[config.mk]
export PLATFORM = sky130hd
export DESIGN_NAME = wbs2axim_bridge
export DESIGN_NICKNAME = d
export VERILOG_FILES = /design/src/rtl/wb2axi_pkg.sv /design/src/rtl/wbs2axim_bridge.sv
export SDC_FILE = /design/constraint.sdc
export NUM_CORES = 1
export LEC_CHECK = 0
export ABC_AREA = 1
export CAP_MARGIN = 20
export CORE_MARGIN = 5
export CORE_UTILIZATION = 42
export CTS_CLUSTER_DIAMETER = 50
export DETAILED_ROUTE_END_ITERATION = 16
export GPL_ROUTABILITY_DRIVEN = 1
export PLACE_DENSITY_LB_ADDON = 0.08
export SLEW_MARGIN = 40
export SYNTH_ARGS = -nofsm -noshare
export SYNTH_HDL_FRONTEND = slang
export SYNTH_SLANG_ARGS = --single-unit
[constraint.sdc]
create_clock -name S_AXI_ACLK -period 7.9 [get_ports S_AXI_ACLK]
set_input_delay 2.37 -clock S_AXI_ACLK [delete_from_list [all_inputs] [get_ports S_AXI_ACLK]]
set_output_delay 2.37 -clock S_AXI_ACLK [all_outputs]
set_load 0.01 [all_outputs]
[src/rtl/wb2axi_pkg.sv]
// Shared AXI encodings and helpers for the Wishbone-slave to AXI-master bridge.
package wb2axi_pkg;

    localparam logic [1:0] AXI_RESP_OKAY   = 2'b00;
    localparam logic [1:0] AXI_RESP_EXOKAY = 2'b01;
    localparam logic [1:0] AXI_RESP_SLVERR = 2'b10;
    localparam logic [1:0] AXI_RESP_DECERR = 2'b11;

    localparam logic [1:0] AXI_BURST_INCR    = 2'b01;
    localparam logic [3:0] AXI_CACHE_DEFAULT = 4'b0011;

    // Bookkeeping flags held by the bridge between transactions.
    typedef struct packed {
        logic dir_write;
        logic flush;
        logic err;
    } bridge_flags_t;

    // AXI SIZE encoding (log2 of bytes per beat) for a given data width.
    function automatic int size_of(input int dw);
        return $clog2(dw) - 3;
    endfunction

    // EXOKAY is deliberately treated as a plain success.
    function automatic logic resp_is_err(input logic [1:0] resp);
        logic result;
        case (resp)
            AXI_RESP_OKAY, AXI_RESP_EXOKAY:  result = 1'b0;
            AXI_RESP_SLVERR, AXI_RESP_DECERR: result = 1'b1;
            default:                          result = 1'b0;
        endcase
        return result;
    endfunction

endpackage

[src/rtl/wbs2axim_bridge.sv]
// Pipelined Wishbone B4 slave to AXI4 master: one single-beat AXI transaction per
// WB beat, in-order acks from an outstanding counter, with abort flush and error lockout.
module wbs2axim_bridge
    import wb2axi_pkg::*;
#(
    parameter int C_AXI_ADDR_WIDTH = 28,
    parameter int C_AXI_DATA_WIDTH = 32,
    parameter int C_AXI_ID_WIDTH   = 2,
    parameter int LGDEPTH          = 4,
    localparam int LSBS = size_of(C_AXI_DATA_WIDTH),
    localparam int AW   = C_AXI_ADDR_WIDTH - LSBS,
    localparam int DW   = C_AXI_DATA_WIDTH,
    localparam int IW   = C_AXI_ID_WIDTH
) (
    input  logic                        S_AXI_ACLK,
    input  logic                        S_AXI_ARESET,

    input  logic                        i_wb_cyc,
    input  logic                        i_wb_stb,
    input  logic                        i_wb_we,
    input  logic [AW-1:0]               i_wb_addr,
    input  logic [DW-1:0]               i_wb_data,
    input  logic [DW/8-1:0]             i_wb_sel,
    output logic                        o_wb_stall,
    output logic                        o_wb_ack,
    output logic                        o_wb_err,
    output logic [DW-1:0]               o_wb_data,

    output logic                        M_AXI_AWVALID,
    input  logic                        M_AXI_AWREADY,
    output logic [IW-1:0]               M_AXI_AWID,
    output logic [C_AXI_ADDR_WIDTH-1:0] M_AXI_AWADDR,
    output logic [7:0]                  M_AXI_AWLEN,
    output logic [2:0]                  M_AXI_AWSIZE,
    output logic [1:0]                  M_AXI_AWBURST,
    output logic [2:0]                  M_AXI_AWPROT,
    output logic [3:0]                  M_AXI_AWCACHE,

    output logic                        M_AXI_WVALID,
    input  logic                        M_AXI_WREADY,
    output logic [DW-1:0]               M_AXI_WDATA,
    output logic [DW/8-1:0]             M_AXI_WSTRB,
    output logic                        M_AXI_WLAST,

    input  logic                        M_AXI_BVALID,
    output logic                        M_AXI_BREADY,
    input  logic [IW-1:0]               M_AXI_BID,
    input  logic [1:0]                  M_AXI_BRESP,

    output logic                        M_AXI_ARVALID,
    input  logic                        M_AXI_ARREADY,
    output logic [IW-1:0]               M_AXI_ARID,
    output logic [C_AXI_ADDR_WIDTH-1:0] M_AXI_ARADDR,
    output logic [7:0]                  M_AXI_ARLEN,
    output logic [2:0]                  M_AXI_ARSIZE,
    output logic [1:0]                  M_AXI_ARBURST,
    output logic [2:0]                  M_AXI_ARPROT,
    output logic [3:0]                  M_AXI_ARCACHE,

    input  logic                        M_AXI_RVALID,
    output logic                        M_AXI_RREADY,
    input  logic [IW-1:0]               M_AXI_RID,
    input  logic [DW-1:0]               M_AXI_RDATA,
    input  logic                        M_AXI_RLAST,
    input  logic [1:0]                  M_AXI_RRESP
);

    localparam int            CW      = LGDEPTH + 1;
    localparam logic [CW-1:0] MAX_OUT = CW'(2 ** LGDEPTH);

    bridge_flags_t               flags;
    logic [CW-1:0]               outstanding;
    logic [CW-1:0]               outstanding_next;
    logic [C_AXI_ADDR_WIDTH-1:0] addr_r;
    logic                        accept;
    logic                        b_hs;
    logic                        r_hs;
    logic                        resp_hs;
    logic                        resp_err;
    logic                        resp_pass;
    logic                        unused_inputs;

    assign unused_inputs = ^{M_AXI_BID, M_AXI_RID, M_AXI_RLAST};

    // Constant transaction attributes: single full-width INCR beats with ID 0.
    assign M_AXI_AWID    = '0;
    assign M_AXI_ARID    = '0;
    assign M_AXI_AWADDR  = addr_r;
    assign M_AXI_ARADDR  = addr_r;
    assign M_AXI_AWLEN   = '0;
    assign M_AXI_ARLEN   = '0;
    assign M_AXI_AWSIZE  = 3'(LSBS);
    assign M_AXI_ARSIZE  = 3'(LSBS);
    assign M_AXI_AWBURST = AXI_BURST_INCR;
    assign M_AXI_ARBURST = AXI_BURST_INCR;
    assign M_AXI_AWPROT  = '0;
    assign M_AXI_ARPROT  = '0;
    assign M_AXI_AWCACHE = AXI_CACHE_DEFAULT;
    assign M_AXI_ARCACHE = AXI_CACHE_DEFAULT;
    assign M_AXI_WLAST   = 1'b1;
    assign M_AXI_BREADY  = !S_AXI_ARESET;
    assign M_AXI_RREADY  = !S_AXI_ARESET;

    always_comb begin
        o_wb_stall = 1'b0;
        if (!i_wb_cyc || flags.flush || flags.err)
            o_wb_stall = 1'b1;
        if ((M_AXI_AWVALID && !M_AXI_AWREADY) || (M_AXI_WVALID && !M_AXI_WREADY)
            || (M_AXI_ARVALID && !M_AXI_ARREADY))
            o_wb_stall = 1'b1;
        if (outstanding == MAX_OUT)
            o_wb_stall = 1'b1;
        if (outstanding != '0 && i_wb_we != flags.dir_write)
            o_wb_stall = 1'b1;
    end

    assign accept = i_wb_cyc && i_wb_stb && !o_wb_stall;
    assign b_hs   = M_AXI_BVALID && M_AXI_BREADY;
    assign r_hs   = M_AXI_RVALID && M_AXI_RREADY;

    // Responses with nothing outstanding are stray and never reach the WB side.
    assign resp_hs   = (b_hs || r_hs) && (outstanding != '0);
    assign resp_err  = b_hs ? resp_is_err(M_AXI_BRESP) : resp_is_err(M_AXI_RRESP);
    assign resp_pass = resp_hs && i_wb_cyc && !flags.flush && !flags.err;

    always_comb begin
        outstanding_next = outstanding;
        case ({accept, resp_hs})
            2'b10:   outstanding_next = outstanding + 1'b1;
            2'b01:   outstanding_next = outstanding - 1'b1;
            default: outstanding_next = outstanding;
        endcase
    end

    always_ff @(posedge S_AXI_ACLK or posedge S_AXI_ARESET) begin
        if (S_AXI_ARESET) begin
            outstanding <= '0;
            flags       <= '0;
        end else begin
            outstanding <= outstanding_next;
            if (accept)
                flags.dir_write <= i_wb_we;
            // Flush lasts from an abandoned cycle until every in-flight response drains.
            if (outstanding_next == '0)
                flags.flush <= 1'b0;
            else if (!i_wb_cyc)
                flags.flush <= 1'b1;
            if (resp_pass && resp_err)
                flags.err <= 1'b1;
            else if (!i_wb_cyc && outstanding_next == '0)
                flags.err <= 1'b0;
        end
    end

    // AW and W retire independently; payload only changes on a fresh accept.
    always_ff @(posedge S_AXI_ACLK or posedge S_AXI_ARESET) begin
        if (S_AXI_ARESET) begin
            M_AXI_AWVALID <= 1'b0;
            M_AXI_WVALID  <= 1'b0;
            M_AXI_ARVALID <= 1'b0;
            addr_r        <= '0;
            M_AXI_WDATA   <= '0;
            M_AXI_WSTRB   <= '0;
        end else begin
            if (accept && i_wb_we)
                M_AXI_AWVALID <= 1'b1;
            else if (M_AXI_AWREADY)
                M_AXI_AWVALID <= 1'b0;
            if (accept && i_wb_we)
                M_AXI_WVALID <= 1'b1;
            else if (M_AXI_WREADY)
                M_AXI_WVALID <= 1'b0;
            if (accept && !i_wb_we)
                M_AXI_ARVALID <= 1'b1;
            else if (M_AXI_ARREADY)
                M_AXI_ARVALID <= 1'b0;
            if (accept) begin
                addr_r      <= C_AXI_ADDR_WIDTH'(i_wb_addr) << LSBS;
                M_AXI_WDATA <= i_wb_data;
                M_AXI_WSTRB <= i_wb_sel;
            end
        end
    end

    always_ff @(posedge S_AXI_ACLK or posedge S_AXI_ARESET) begin
        if (S_AXI_ARESET) begin
            o_wb_ack  <= 1'b0;
            o_wb_err  <= 1'b0;
            o_wb_data <= '0;
        end else begin
            o_wb_ack <= resp_pass && !resp_err;
            o_wb_err <= resp_pass && resp_err;
            if (resp_pass && !resp_err && r_hs && !b_hs)
                o_wb_data <= M_AXI_RDATA;
        end
    end

endmodule
==> out/metrics.yaml <==
num-fill-cells: 1049
cp_max_fo: 3
p_per_area_nw_per_um2: 276.1
drive_above_1_share_pct: 4.051
syn_inst: 599
clock.fmax_ghz: 0.1585
drc: 0
clockBufferDepth: 2
synth.most_common_cell: "nand2_1"
syn-cell-area_um2: 5197
final_cells: 958
setup_violations: 0
row_count: 40
core_um2: 12060
ys_types: 28
initial_core_util_pct: 43.09
synth_area_leaders: "dfrtp_1, nand2_1, buf_4"
setup-tns-final_ns: 0
cp_cell_sequence: "clkdlybuf4s50_1 > xor2_1 > o21ai_4 > nand2_1 > clkdlybuf4s50_1"
die_w_um: 121.2
post_cts_resized: 0
crit_top_cell: "clkdlybuf4s50_1"
antenna_found_initial: 1
crit_family: "buffers and inverters"
synth_commonest_cells: "nand2_1, dfrtp_1, buf_4"
avgSynthCellArea_um2: 8.677
design_area_um2: 7552
grt_overflow: 0
post-route-period-util_pct: 79.85
rr_worst_depth: 15
p_sw_uw: 704.9
synth.ff_latch_count: 107
htree_levels: 3
first_pass_iters: 5
wl_per_cell_um: 16.37
critPathLaunchType: "input pin"
clkPwrFrac_pct: 22.6
rr_endpoint: "flags[0]$_DFFE_PP0P_"
wirelength_mm: 15.68
cp.arrival_ns: 3.94
grt_max_degree: 66
total_power_uw: 2085
first_global_vias: 4421
io_buffers: 233
track_usage_pct: 20.37
holdPathEnd: "M_AXI_WDATA[5]$_DFFE_PP0N_"
gp_congestion: 0.7620
yosys.area.top_type_share_pct: 51.52
synth_seq_area_share_pct: 51.52
cellLeakagePower_uw: 0.003735
hold_buffers: 0
drt_iter0_drc: 288
comb_power_share_pct: 39.9
rsz0062_at_grt: "false"
sw_frac_of_total_pct: 33.81
vias_per_cell: 4.768
n_antenna_cell: 0
min_path_type: "reg -> reg"
relSlewSlack_pct: 51.73
worstPathRequired_ns: 5.53
critical_path_depth: 5
cts_root_buffer: "clkbuf_16"
crit_slowest_cell: "clkdlybuf4s50_1"
placed_area_um2: 7242
crit_path_end_kind: "primary output"
grt_pass1_wl_mm: 23.71
hold_violations: 0
dpl_worst_slack_ns: 1.584
critPathKind: "in -> out"
vias: 4568
cts_tree: "built"
slew_violations: 0
cts_setup_buffers: 0
worstHoldStart: "M_AXI_WDATA[5]$_DFFE_PP0N_"
outcome: "finished clean"
ys.flop_type: "dfrtp_1"
num_io_pins: 290
internal-power_uw: 1380
cts.sinks: 107
die_h_um: 121.2
timing.final.crit_period_ns: 6.308
drv_cap: 0
synth_warnings: 0
r2r_start: "outstanding[0]$_DFF_PP0_"
clkLatencyLatePin_ns: 0.34
yosys.area.top_type: "dfrtp_1"
seqPwrFrac_pct: 37.5
multi_input_area_um2: 1877
worst-path-buf-inv: 2
syn2layout_area_growth_pct: 45.31
cts_made_buffers: 9
die_area_um2: 14700
regArea_um2: 2678
cpPeakStageDelay_ns: 0.61
skew_ns: 0.004719
postSynth.asyncResetShare_pct: 100.0
nNetsFinal: 903
dp_hpwl_mm: 11.29
whs_path_depth: 2
dp_cells: 942
rrSetupSlack_ns: 4.03
fin_ws_ns: 1.592
ir_drop_mv: 0.1152
synth_edf_count: 0
clk_pin_slew_worst_paths_ns: 0.07
worst_slew_pin_slew_ns: 0.7241
antenna_left: 0
==> power by group through the flow <==
stage	Combinational [uW]	Sequential (uW)	Clock, uW
floorplan	392	834	0
global placement	824	784	0
detailed placement	838	792	0
CTS	842	782	486
global route	906	801	510
finish	832	781	472
==> cell type report <==
class                      instances  share of cell area [%]
clock buffer                      11                   3.082
timing repair buffer             241                   31.78
tap                              168                   2.783
clock inverter                     5                   1.027
inverter                          20                   1.027
sequential                       107                   35.45
multi-input combinational        406                   24.85
==> how the worst max path moves through the flow <==
stage	startpoint	to
floorplan	S_AXI_ARESET	M_AXI_RREADY
global route	i_wb_we	o_wb_stall
global placement	i_wb_we	o_wb_stall
detailed placement	i_wb_we	o_wb_stall
CTS	i_wb_we	o_wb_stall
finish	i_wb_we	o_wb_stall
==> routing by layer <==
| layer | GRT usage, % | part of all wire (%) | vias to the layer above |
|---|---|---|---|
| met2 | 34.32 | 49 | 210 |
| met4 | 7.773 | 2.2 | 2 |
| met3 | 6.061 | 10 | 21 |
| met1 | 24.61 | 38 | 2139 |
| li1 | - | - | 2196 |
| met5 | 0 | 0.13 | - |
==> layout by cell type, fill, tap and decap left out <==
master             n
inv_4              1
a21oi_1            2
buf_4              7
inv_1             17
clkinv_1           1
nand3_1           39
clkbuf_1           2
nand3_2            1
buf_2              1
clkinvlp_4         1
clkinv_2           2
xor2_1             2
nor4_1             1
fa_1               1
nand4_1           64
buf_12             1
conb_1            49
nor2_8             1
o21bai_1           1
o21ai_0            5
nand2_4            1
nor2_1             8
nor3_2             1
o22ai_1            1
ha_1               4
nand3b_1           1
dfrtp_1          107
nor2_2             1
xnor2_1            1
bufinv_16          2
nand2_1          220
clkdlybuf4s50_1  232
clkbuf_16          9
or2_4              1
o21ai_4            1
inv_2              1
==> logic make-up after synthesis <==
group,share of synthesized area [%]
flip-flops,51.52
AND/OR/NAND/NOR,29.22
other,0.1445
buffers and inverters,16.23
XOR/XNOR,0.5056
adder cells (fa/ha/maj),1.348
AO/OA/AOI/OAI,1.035
==> worst min-delay path: stages (launching register included) <==
cell	delay [ns]
dfrtp_1	0.34
nand2_1	0.05
nand2_1	0.04
==> metrics by stage <==
stage / util [%] / hold WS, ns
2_1_floorplan: - / 0.4330
3_3_place_gp: 59.88 / 0.4504
3_5_place_dp: 60.04 / 0.4538
4_1_cts: 62.61 / 0.4713
5_1_grt: 62.61 / 0.4984
6_report: 62.61 / 0.4695
==> sequential cells by signal, summed over array words and instances (netlist names) <==
register,flops
M_AXI_WDATA,32
o_wb_data,32
M_AXI_ARADDR,26
outstanding,5
M_AXI_WSTRB,4
flags,3
M_AXI_ARVALID,1
M_AXI_AWVALID,1
M_AXI_WVALID,1
o_wb_ack,1
o_wb_err,1
Note: power is estimated with default switching activity, not from simulation.
